## config.mk

```make
export PLATFORM = sky130hd
export DESIGN_NAME = mux_scan_ctrl
export DESIGN_NICKNAME = d
export VERILOG_FILES = /design/src/rtl/mux_scan_ctrl.sv
export SDC_FILE = /design/constraint.sdc
export NUM_CORES = 1
export LEC_CHECK = 0
export CAP_MARGIN = 15
export CORE_UTILIZATION = 35
export CTS_CLUSTER_SIZE = 16
export DETAILED_ROUTE_END_ITERATION = 10
export HOLD_SLACK_MARGIN = 0.06
export PLACE_DENSITY = 0.72
export SYNTH_ARGS = -nofsm -noshare
export SYNTH_HDL_FRONTEND = slang
export SYNTH_SLANG_ARGS = --single-unit
```

## constraint.sdc

```tcl
create_clock -name clk -period 1.4 [get_ports clk]
set_input_delay 0.14 -clock clk [delete_from_list [all_inputs] [get_ports clk]]
set_output_delay 0.14 -clock clk [all_outputs]
set_load 0.03 [all_outputs]
```

## src/rtl/mux_scan_ctrl.sv

```systemverilog
// Serializes an N-bit word onto an Nx1 mux by stepping its select
// LSB-first, DIV clocks per select value, with gapless reload.
module mux_scan_ctrl #(
  parameter int N   = 8,
  parameter int SEL = 3,
  parameter int DIV = 1
) (
  input  logic           clk,
  input  logic           rst,
  input  logic [N-1:0]   in_data,
  input  logic           in_valid,
  output logic           in_ready,
  output logic [N-1:0]   mux_a,
  output logic [SEL-1:0] mux_s,
  output logic           bit_valid,
  output logic           bit_last,
  output logic           busy
);

  if (N > (1 << SEL)) begin : g_bad_sel
    $error("mux_scan_ctrl: N exceeds 2**SEL");
  end
  if (DIV < 1) begin : g_bad_div
    $error("mux_scan_ctrl: DIV must be >= 1");
  end

  typedef enum logic {IDLE, SHIFT} state_t;

  localparam logic [SEL-1:0] S_LAST = SEL'(N - 1);

  state_t         state_q, state_d;
  logic [N-1:0]   mux_a_q, mux_a_d;
  logic [SEL-1:0] mux_s_q, mux_s_d;
  logic           end_bit;
  logic           end_word;
  logic           accept;
  logic           shifting;

  assign shifting = (state_q == SHIFT);
  assign end_word = shifting && end_bit && (mux_s_q == S_LAST);
  assign in_ready = !rst && (!shifting || end_word);
  assign accept   = in_valid && in_ready;

  if (DIV > 1) begin : g_div
    localparam int DW = $clog2(DIV);
    logic [DW-1:0] div_cnt_q, div_cnt_d;

    assign end_bit = (div_cnt_q == DW'(DIV - 1));

    // Counter rests at zero outside SHIFT and after each bit period.
    always_comb begin
      div_cnt_d = '0;
      if (shifting && !end_bit)
        div_cnt_d = div_cnt_q + DW'(1);
    end

    always_ff @(posedge clk or posedge rst) begin
      if (rst) div_cnt_q <= '0;
      else     div_cnt_q <= div_cnt_d;
    end
  end else begin : g_nodiv
    assign end_bit = 1'b1;
  end

  always_comb begin
    state_d = state_q;
    mux_a_d = mux_a_q;
    mux_s_d = mux_s_q;
    if (accept) begin
      mux_a_d = in_data;
      mux_s_d = '0;
      state_d = SHIFT;
    end else if (shifting && end_bit) begin
      if (mux_s_q != S_LAST)
        mux_s_d = mux_s_q + SEL'(1);
      else
        state_d = IDLE;
    end
  end

  always_ff @(posedge clk or posedge rst) begin
    if (rst) begin
      state_q <= IDLE;
      mux_a_q <= '0;
      mux_s_q <= '0;
    end else begin
      state_q <= state_d;
      mux_a_q <= mux_a_d;
      mux_s_q <= mux_s_d;
    end
  end

  assign mux_a     = mux_a_q;
  assign mux_s     = mux_s_q;
  assign bit_valid = shifting;
  assign bit_last  = shifting && (mux_s_q == S_LAST);
  assign busy      = shifting;

endmodule
```

==> metrics <==
status complete, but fails checks; violated checks negative setup slack; Worst Setup Path Type flip-flop to flip-flop; via count 425; Netlist cell types 15; fin crit period between 1500 and 2000 ps; register area share after synthesis approximately 53%; fmax between 600 and 700 MHz; Main synth FF type dfrtp_1; Die Y-Extent between 40 and 50 µm; fin. max-slew vios 0; largest area contributor in the netlist dfrtp_1; WL met3 82 µm; antenna violations before repair 0; final setup margin -104 ps; clk buf depth 2; All-Layer GR Usage about 14%; cell with the most instances after synthesis dfrtp_1; worst slack, placed -228 ps; asr flop ratio synth between 90% and 100%; Synth Area in Compound Gates under 10%; flops & latches, synth 12; reg2reg path depth 6; Final Cell Area ~950 µm²; Syn Std Cell Area around 560 µm²; synth warn 0; vias in the first global route approximately 430; Reg-to-Reg Start mux_s[0]$_DFFE_PP0P_; routed wl met2 554 µm; fraction of layout cells with a size suffix above 1 about 47%; largest cells by area after synthesis dfrtp_1 53%, mux2_4 21%, ha_1 4.5%, a22o_2 3.6%, nor2_8 3.6%; Initial Utilization between 30% and 40%; total grt overflow 0; DR iter-0 viols 4; Area growth syn-to-layout 69.5%; clock sinks 12; Final Cycle Share 107%; GP Congestion around 0.7; Syn Nets 49; CORE AREA 1510 µm²; Post-Synth Adder-Cell Area roughly 4.5%; Worst-path clk slew around 80 ps; critical path's top delay family flip-flops; io pins 26; largest net degree at the start of global routing 13; DRC viols 0; most frequent cell on the critical path ha_4; TritonCTS Buffers 3; critical path startpoint category flip-flop; first-pass GRT wire length around 1.9 mm; mux share of post-synthesis cell area between 20% and 30%; Filler Cells Inserted 137; port bufs 25; worst vdd ir around 1.2 mV; Final nets 86; Lkg Pwr around 0.00046 µW; Mean Syn Cell Area 15.6 µm²; met1 wire length roughly 500 µm; Worst setup EP type flip-flop; Synth Area in Simple Gates between 10% and 20%; final setup vio count 11; wire per inst approximately 13 µm; Hold Path Class input port to async pin; Cell Count Post-Placement approximately 80; H-tree depth 1; reg2reg end mux_a[4]$_DFFE_PP0P_; Worst R2R Setup Slack -100 ps; top-area cell type share of the netlist area a little over half; CTS tree yes; Antenna Nets Post-Route 0; Post-Layout Cell Count ~90; hold_buf cts 0; unrepaired setup endpoints after global routing yes; half-perimeter wire length after placement 822 µm; Clock Latency Late Sink about 270 ps; slew margin rel. 79.4%; CP Cell Sequence ha_4 > ha_4 > nor2b_4 > buf_6 > nor2_8 > mux2_4; Hold Vio Cnt, Final 0; Arr. time, crit path around 1700 ps; Top Layer Used met3; slowest CP cell dfrtp_2; die footprint 1770 µm²; Setup TNS -956 ps; Pre-antenna DRT Iters 2; main combinational cell family by area after synthesis multiplexers; power per cell area around 2500 nW/µm²; CP Buf/Inv Count 1; Synth Instances 36; # rows 14; ANT cells 0; Crit path required time 1550 ps; xor-xnor portion of the synthesized cell area 0%; Die Wd between 40 and 50 µm; clock skew approximately 5.5 ps; Placement Cell Area ~900 µm²; Slew @ Worst Pin between 300 and 400 ps; Critical path origin mux_s[0]$_DFFE_PP0P_; Avg Vias per Cell between 4 and 5; MaxCap Viol Count 0; final wirelength 1.14 mm; root buffer cell clkbuf_4; crit-path max FO 8; Post-synth top cells 12 x dfrtp_1, 8 x mux2_4, 2 x a22o_2, 2 x ha_1, 2 x inv_1; EDFF count, synth 0; largest stage delay on the critical path 430 ps
==> stage by stage <==
step / power (µW) / util [%] / hold WS [ps]
after floorplan: 1540 / - / 12.8
after global placement: 2110 / 59.6 / 496
after detailed placement: 2150 / 59.6 / 494
after CTS: 2350 / 62.0 / 330
after global routing: 2500 / 63.2 / 387
final: 2350 / 63.2 / 364
==> worst register-to-register path: cells and delay by family, from the launching register on <==
family                     cells  cell delay (ps)
DFF                            1              430
adders and majority gates      2              330
muxes                          1              300
and+or+nand+nor                2              190
buffers and inverters          1              140
==> registers in the layout (all words and copies together), names as in the netlist <==
register / cells
mux_a: 8
mux_s: 3
bit_valid: 1
==> cells by family after synthesis <==
family,after synthesis
compound gates,4
mux,8
fa+ha+maj,2
buf+inv,3
simple gates,7
flops,12
==> cell type report <==
class	instances	area (µm²)	share of cell area [%]
clock buffers	4	36.3	3.81
repair buffers	33	300	31.5
multi-input cells	21	285	30.0
inverters	2	7.51	0.788
well taps	16	20.0	2.10
flip-flops and latches	12	303	31.8
==> what timing repair did <==
item	4_1_cts	5_1_grt
resized for setup	28	3
pin swaps	3	3
endpoints found under the setup margin	25	12
setup buffers	1	1
==> placed cells by master (no fill, tap or decap) <==
master and instances:
o21ai_0 1, clkbuf_4 3, ha_4 2, inv_1 2, nor2_8 1, a22o_2 2
clkdlybuf4s50_1 10, clkbuf_8 1, nor2_2 1, dfrtp_2 2, and2_2 1, buf_6 3
nor2b_4 1, nand2b_4 1, mux2_4 8, or2b_1 1, buf_4 7, nand3_1 1
a21oi_4 1, dlygate4sd2_1 13, dfrtp_1 10
==> power breakdown <==
| group | switching (µW) | internal, µW | total (µW) |
|---|---|---|---|
| Sequential | 115 | 529 | 644 |
| Clock | 116 | 158 | 274 |
| Combinational | 731 | 703 | 1430 |
==> layer usage <==
layer | vias up | track usage, %
met3 | 0 | 3.02
met4 | 0 | 5.63
met1 | 209 | 19.0
met5 | - | 0
met2 | 20 | 22.5
li1 | 196 | -
==> worst max path at each step <==
| stage | endpoint | slack, ps | cells after the start |
|---|---|---|---|
| after floorplan | mux_a[0]$_DFFE_PP0P_ | -110 | 5 |
| after global placement | bit_last | -200 | 4 |
| after detailed placement | bit_last | -230 | 4 |
| after CTS | mux_a[4]$_DFFE_PP0P_ | -110 | 6 |
| after global routing | mux_a[4]$_DFFE_PP0P_ | -140 | 6 |
| final | mux_a[4]$_DFFE_PP0P_ | -100 | 6 |
Note: power is estimated with default switching activity, not from simulation.
==> patch 1, RTL diff (same settings) <==
`SEL`: 3 -> 5.
--- a/src/rtl/mux_scan_ctrl.sv
+++ b/src/rtl/mux_scan_ctrl.sv
@@ -2,7 +2,7 @@
 // LSB-first, DIV clocks per select value, with gapless reload.
 module mux_scan_ctrl #(
   parameter int N   = 8,
-  parameter int SEL = 3,
+  parameter int SEL = 5,
   parameter int DIV = 1
 ) (
   input  logic           clk,
Ports: changed (resized mux_s); port bits go from 26 to 28. No check against the original RTL was run, so the function may have changed too.
==> patch 1 against the unedited design <==
The flow still finishes with violations (negative setup slack); power grew 11%; die area grew 16%; sequential cell count grew 2; setup slack lost 0.037 ns; count of clock-buffer cells in the layout is the same; global-route usage grew 3.5 points; worst hold slack lost 0.21 ns; area after synthesis grew 17%; clock power grew 7%; routed wire length grew 38%; final cell count grew 38%; core utilization grew 0.95 points; cell area grew 18%; highest routed layer unchanged.
==> patch 1: results (changes against the unedited design) <==
| Metric | Value |
|---|---|
| Status | `complete, but fails checks` |
| Violated checks | `negative setup slack` |
| Via-to-Cell Ratio | `4.89 (+1.3%)` |
| GRT Util Overall | `17.7% (+3.5 points)` |
| Setup TNS | `-1.22 ns (-0.261 ns)` |
| Post-Syn Area per Cell | `12.0 um2 (-23%)` |
| Switching pwr | `1.12 mW (+17%)` |
| Reg-to-reg endpoint | `mux_a[7]` |
| Leakage | `0.514 nW (+11%)` |
| Synth Area in Compound Gates | `9.32% (+4.0 points)` |
| Clk_lat worst skew | `0.28 ns` |
| Detailed Place HPWL | `1100 um (+33%)` |
| Fin Clk Skew | `0.00213 ns (-0.00338 ns)` |
| Post-synth cell types | `21 (+6)` |
| Clk buf depth | `2 (unchanged)` |
| Htree depth | `1 (unchanged)` |
| Post-synthesis mux area share | `16.9% (-4.5 points)` |
| Final WS setup | `-0.141 ns (-0.0366 ns)` |
| RD Place Congestion | `0.799 (+14%)` |
| Share of the yosys chip area belonging to registers | `53.2% (-0.22 points)` |
| N_diodes | `0 (unchanged)` |
| Most used DFF post-synth | `dfrtp_1` |
| Final Setup Violations | `10 (-1)` |
| Initial antenna violation count | `0 (unchanged)` |
| Fin nets | `109 (+27%)` |
| Drt first pass iters | `4 (+2)` |
| Hold slack | `0.154 ns (-0.211 ns)` |
| Met3 Use GR | `2.80% (-0.22 points)` |
| Wirelength per Cell | `13.0 um (+0.69%)` |
| IO Port Bufs | `27 (+8.0%)` |
| Global-route met2 utilization | `31.6% (+9.1 points)` |
| Worst VDD drop | `1.12 mV (-10%)` |
| M1 GR Usage | `19.7% (+0.70 points)` |
| Top cells by area, synth | `dfrtp_1, mux2_2, nand4bb_4` |
| Synth Net Count | `67 (+37%)` |
| Largest net degree at the start of global routing | `12 (-1)` |
| Placed cell areas | `1030 um2 (+14%)` |
| Wire length of the first global-routing pass | `2550 um (+34%)` |
| DRT iter0 DRCs | `6 (+2)` |
| Most common library cells after synthesis | `dfrtp_1, mux2_2, nand2_1` |
| Crit path max-delay cell type | `dfrtp_2` |
| Max stage delay on crit path | `0.40 ns (-0.03 ns)` |
| CP arrival | `1.71 ns (+0.05 ns)` |
| Vias | `592 (+39%)` |
| R2R Path Start | `mux_s[0]` |
| Layout cell share with drive strength beyond 1 | `39.6% (-7.6 points)` |
| Post-synth ARST share | `100% (unchanged)` |
| Vias in the first global route | `610 (+42%)` |
| FILL cells | `142 (+3.6%)` |
| Post-Place Worst Slack | `-0.199 ns (+0.0290 ns)` |
| Post-Synth Adder-Cell Area | `1.90% (-2.6 points)` |
| Slew HR | `79.0% (-0.39 points)` |
| CTS clk-pin slew, worst paths | `0.09 ns` |
| XOR/XNOR share of the synthesized area | `0% (unchanged)` |
| Hold WC Path Type | `in -> async` |
## patch 1: cell count changes after synthesis, sizes merged, moves of 2 or more
cell	unedited run	this run
dfrtp	12	14
nand2	0	6
nand3	1	3
nor2	2	4
## patch 1: repair_timing
item,4_1_cts,5_1_grt
pin swaps,1,3
setup endpoints to repair,25,10
gates resized for setup,24,4
buffers inserted,3,2
## patch 1: how the worst min path moves through the flow
stage	start	endpoint
detailed placement	rst	mux_s[4]
CTS	rst	bit_valid
finish	rst	bit_valid
floorplan	rst	mux_a[0]
global route	rst	bit_valid
global placement	rst	mux_s[4]
## patch 1: worst register-to-register path: cells and delay by family, from the launching register on
| family | cells | cell delay [ns] |
|---|---|---|
| buffers and inverters | 2 | 0.29 |
| muxes | 1 | 0.33 |
| DFF | 1 | 0.40 |
| adders and majority gates | 1 | 0.15 |
| and+or+nand+nor | 1 | 0.14 |
| AOI/OAI and AO/OA | 1 | 0.13 |
## patch 1: power groups by stage
stage | Clock [mW] | Sequential, mW | Combinational (mW)
floorplan | 0 | 1.18 | 0.493
global placement | 0 | 0.761 | 1.54
detailed placement | 0 | 0.767 | 1.58
CTS | 0.304 | 0.760 | 1.52
global route | 0.316 | 0.782 | 1.67
finish | 0.292 | 0.757 | 1.57
## patch 1: cell type report
| type | count | area [um2] | area share (%) |
|---|---|---|---|
| clock buffer | 4 | 36.3 | 3.24 |
| inverter | 2 | 7.51 | 0.670 |
| multi-input combinational | 36 | 317 | 28.3 |
| sequential | 14 | 355 | 31.7 |
| tap | 25 | 31.3 | 2.79 |
| timing repair buffer | 40 | 373 | 33.3 |
## patch 1: metal layers
metal,vias up,wire length (um)
li1,274,-
met1,292,640
met3,0,87
met2,26,849
met4,0,0
met5,-,0
## patch 1: kinds of logic after synthesis
family	after synthesis
fa+ha+maj	1
flops	14
simple gates	17
mux	10
buf+inv	5
compound gates	8
==> patch 2, RTL diff (same settings) <==
Made on the original files. Reset style: synchronous (`rst`), changed in 2 clocked blocks.
--- a/src/rtl/mux_scan_ctrl.sv
+++ b/src/rtl/mux_scan_ctrl.sv
@@ -54,7 +54,7 @@
         div_cnt_d = div_cnt_q + DW'(1);
     end
 
-    always_ff @(posedge clk or posedge rst) begin
+    always_ff @(posedge clk) begin
       if (rst) div_cnt_q <= '0;
       else     div_cnt_q <= div_cnt_d;
     end
@@ -78,7 +78,7 @@
     end
   end
 
-  always_ff @(posedge clk or posedge rst) begin
+  always_ff @(posedge clk) begin
     if (rst) begin
       state_q <= IDLE;
       mux_a_q <= '0;
Function: differs if rst is asserted again (counterexample within 4 cycles, from zero or initial values and one cycle with rst high); with rst held inactive, the same outputs for 10 cycles.
==> patch 2 against the unedited design <==
The run still ends with negative setup slack left; setup slack gained 0.032 ns; sequential share of layout area shrank 3.5 points; cell area shrank 9.1%; highest routed layer is now met4; final cell count up 20%; largest cell class is now buffers; sequential cell count stayed put; area after synthesis decreased by 9.1%; routed wire length shrank 1.6%.
Power is not compared: it rests on default switching activity, and its combinational part moved more than twofold at a synthesized area within 25%.
==> patch 2: results (changes against the unedited design) <==
| Metric | Value |
|---|---|
| Status | `complete, but fails checks` |
| Violated checks | `negative setup slack` |
| Setup TNS | `-0.0723 ns (+0.883 ns)` |
| Post-synth cell types | `18 (+3)` |
| Post-CTS Resized | `33 (+18%)` |
| Final WS setup | `-0.0723 ns (+0.0318 ns)` |
| RD Place Congestion | `0.668 (-4.7%)` |
| Final WL | `1120 um (-1.6%)` |
| Via-to-Cell Ratio | `4.85 (+0.40%)` |
| Share of the yosys chip area belonging to registers | `47.1% (-6.4 points)` |
| Hold slack | `0.421 ns (+0.0568 ns)` |
| Fin nets | `105 (+22%)` |
| Post-synth ARST share | `0% (-100 points)` |
| Wire length of the first global-routing pass | `1930 um (+1.5%)` |
| Most used DFF post-synth | `dfxtp_1` |
| Max reg flops | `8 (unchanged)` |
| CTS clk-pin slew, worst paths | `0.08 ns (about the same)` |
| CP max FO | `3 (-5)` |
| WHS Endpoint | `mux_a[4]` |
| Htree depth | `1 (unchanged)` |
| Synth Net Count | `72 (+47%)` |
| Hold WC Path Type | `in -> reg` |
| Clk buf depth | `2 (unchanged)` |
| Worst hold stages | `3` |
| CTS Buf Count | `3 (unchanged)` |
| GRT Util Overall | `18.5% (+4.3 points)` |
| Worst setup path end | `in_ready` |
| Drt first pass iters | `3 (+1)` |
| Reg-to-reg endpoint | `mux_a[1]` |
| Vias in the first global route | `460 (+6.7%)` |
| Post-Place Worst Slack | `-0.327 ns (-0.0991 ns)` |
| IO Port Bufs | `25 (unchanged)` |
| CP startpoint | `mux_s[0]` |
| CP arrival | `1.33 ns (-0.33 ns)` |
| Worst Reg-to-Reg Cells | `6 (unchanged)` |
| Pin slew with the least headroom to its limit | `0.299 ns (-0.0110 ns)` |
| Largest net degree at the start of global routing | `13 (unchanged)` |
| Detailed Place HPWL | `792 um (-3.7%)` |
| DRT iter0 DRCs | `3 (-1)` |
| Fin Clk Skew | `0.00324 ns (-0.00226 ns)` |
| Leakage | `0.399 nW` |
| N_diodes | `0 (unchanged)` |
| YS warnings | `0 (unchanged)` |
| Final Setup Violations | `1 (-10)` |
| Top cells by area, synth | `dfxtp_1, a21oi_1, nand3_1` |
| Layout cell share with drive strength beyond 1 | `25.3% (-22 points)` |
| Most common library cells after synthesis | `dfxtp_1, a21oi_1, nand3_1` |
| GRT overflow | `0 (unchanged)` |
| Reg2reg setup slack | `0.07 ns (+0.17 ns)` |
| Worst hold path startpoint | `in_data[4]` |
| Setup bufs post-CTS | `0 (-1)` |
==> patch 2: cell types whose count changed in the layout (fill, tap and decap cells not counted), sizes merged, moves of 2 or more <==
cell / change
nand3: +9
o21ai: +7
a22o: -2
nand2: +2
mux2: -8
dfrtp: -12
dfxtp: +12
a21oi: +10
==> patch 2: cell families (layout without fill, tap and decap cells) <==
| kind of cell | after synthesis | in the layout | synth area share [%] |
|---|---|---|---|
| AO/OA/AOI/OAI | 20 | 20 | 20.6 |
| AND/OR/NAND/NOR | 18 | 18 | 18.4 |
| buffers and inverters | 7 | 39 | 9.07 |
| adder cells (fa/ha/maj) | 2 | 2 | 4.90 |
| flip-flops | 12 | 12 | 47.1 |
==> patch 2: cell type report <==
cell class	instances	area, um2
clock buffer	4	36.3
fill	131	468
inverter	1	3.75
multi-input combinational	40	258
sequential	12	245
tap	15	18.8
timing repair buffer	34	304
==> patch 2: worst max-delay path, cell delays in order (launching register included) <==
cell	delay, ns
dfxtp_4	0.35
ha_4	0.16
ha_4	0.15
and2b_2	0.24
nor2_4	0.04
buf_6	0.13
==> patch 2: per-layer routing <==
metal	wire length (um)	GRT usage, %
met5	0	0
met4	12	15.0
met3	58	3.33
met2	591	29.4
met1	457	21.5
==> patch 2: stage by stage <==
stage                     cell area, um2  power [mW]  instances
after global routing                 866       0.871        106
after floorplan                      523       0.481         59
final                                866       0.826        106
after CTS                            866       0.837        106
after detailed placement             817       0.569        102
after global placement               817       0.568        102
==> patch 2: power groups by stage <==
stage	Combinational (mW)	Sequential (mW)	Clock, mW
after floorplan	0.0684	0.412	0
after global placement	0.193	0.375	0
after detailed placement	0.193	0.375	0
after CTS	0.183	0.369	0.286
after global routing	0.199	0.371	0.300
final	0.181	0.368	0.276
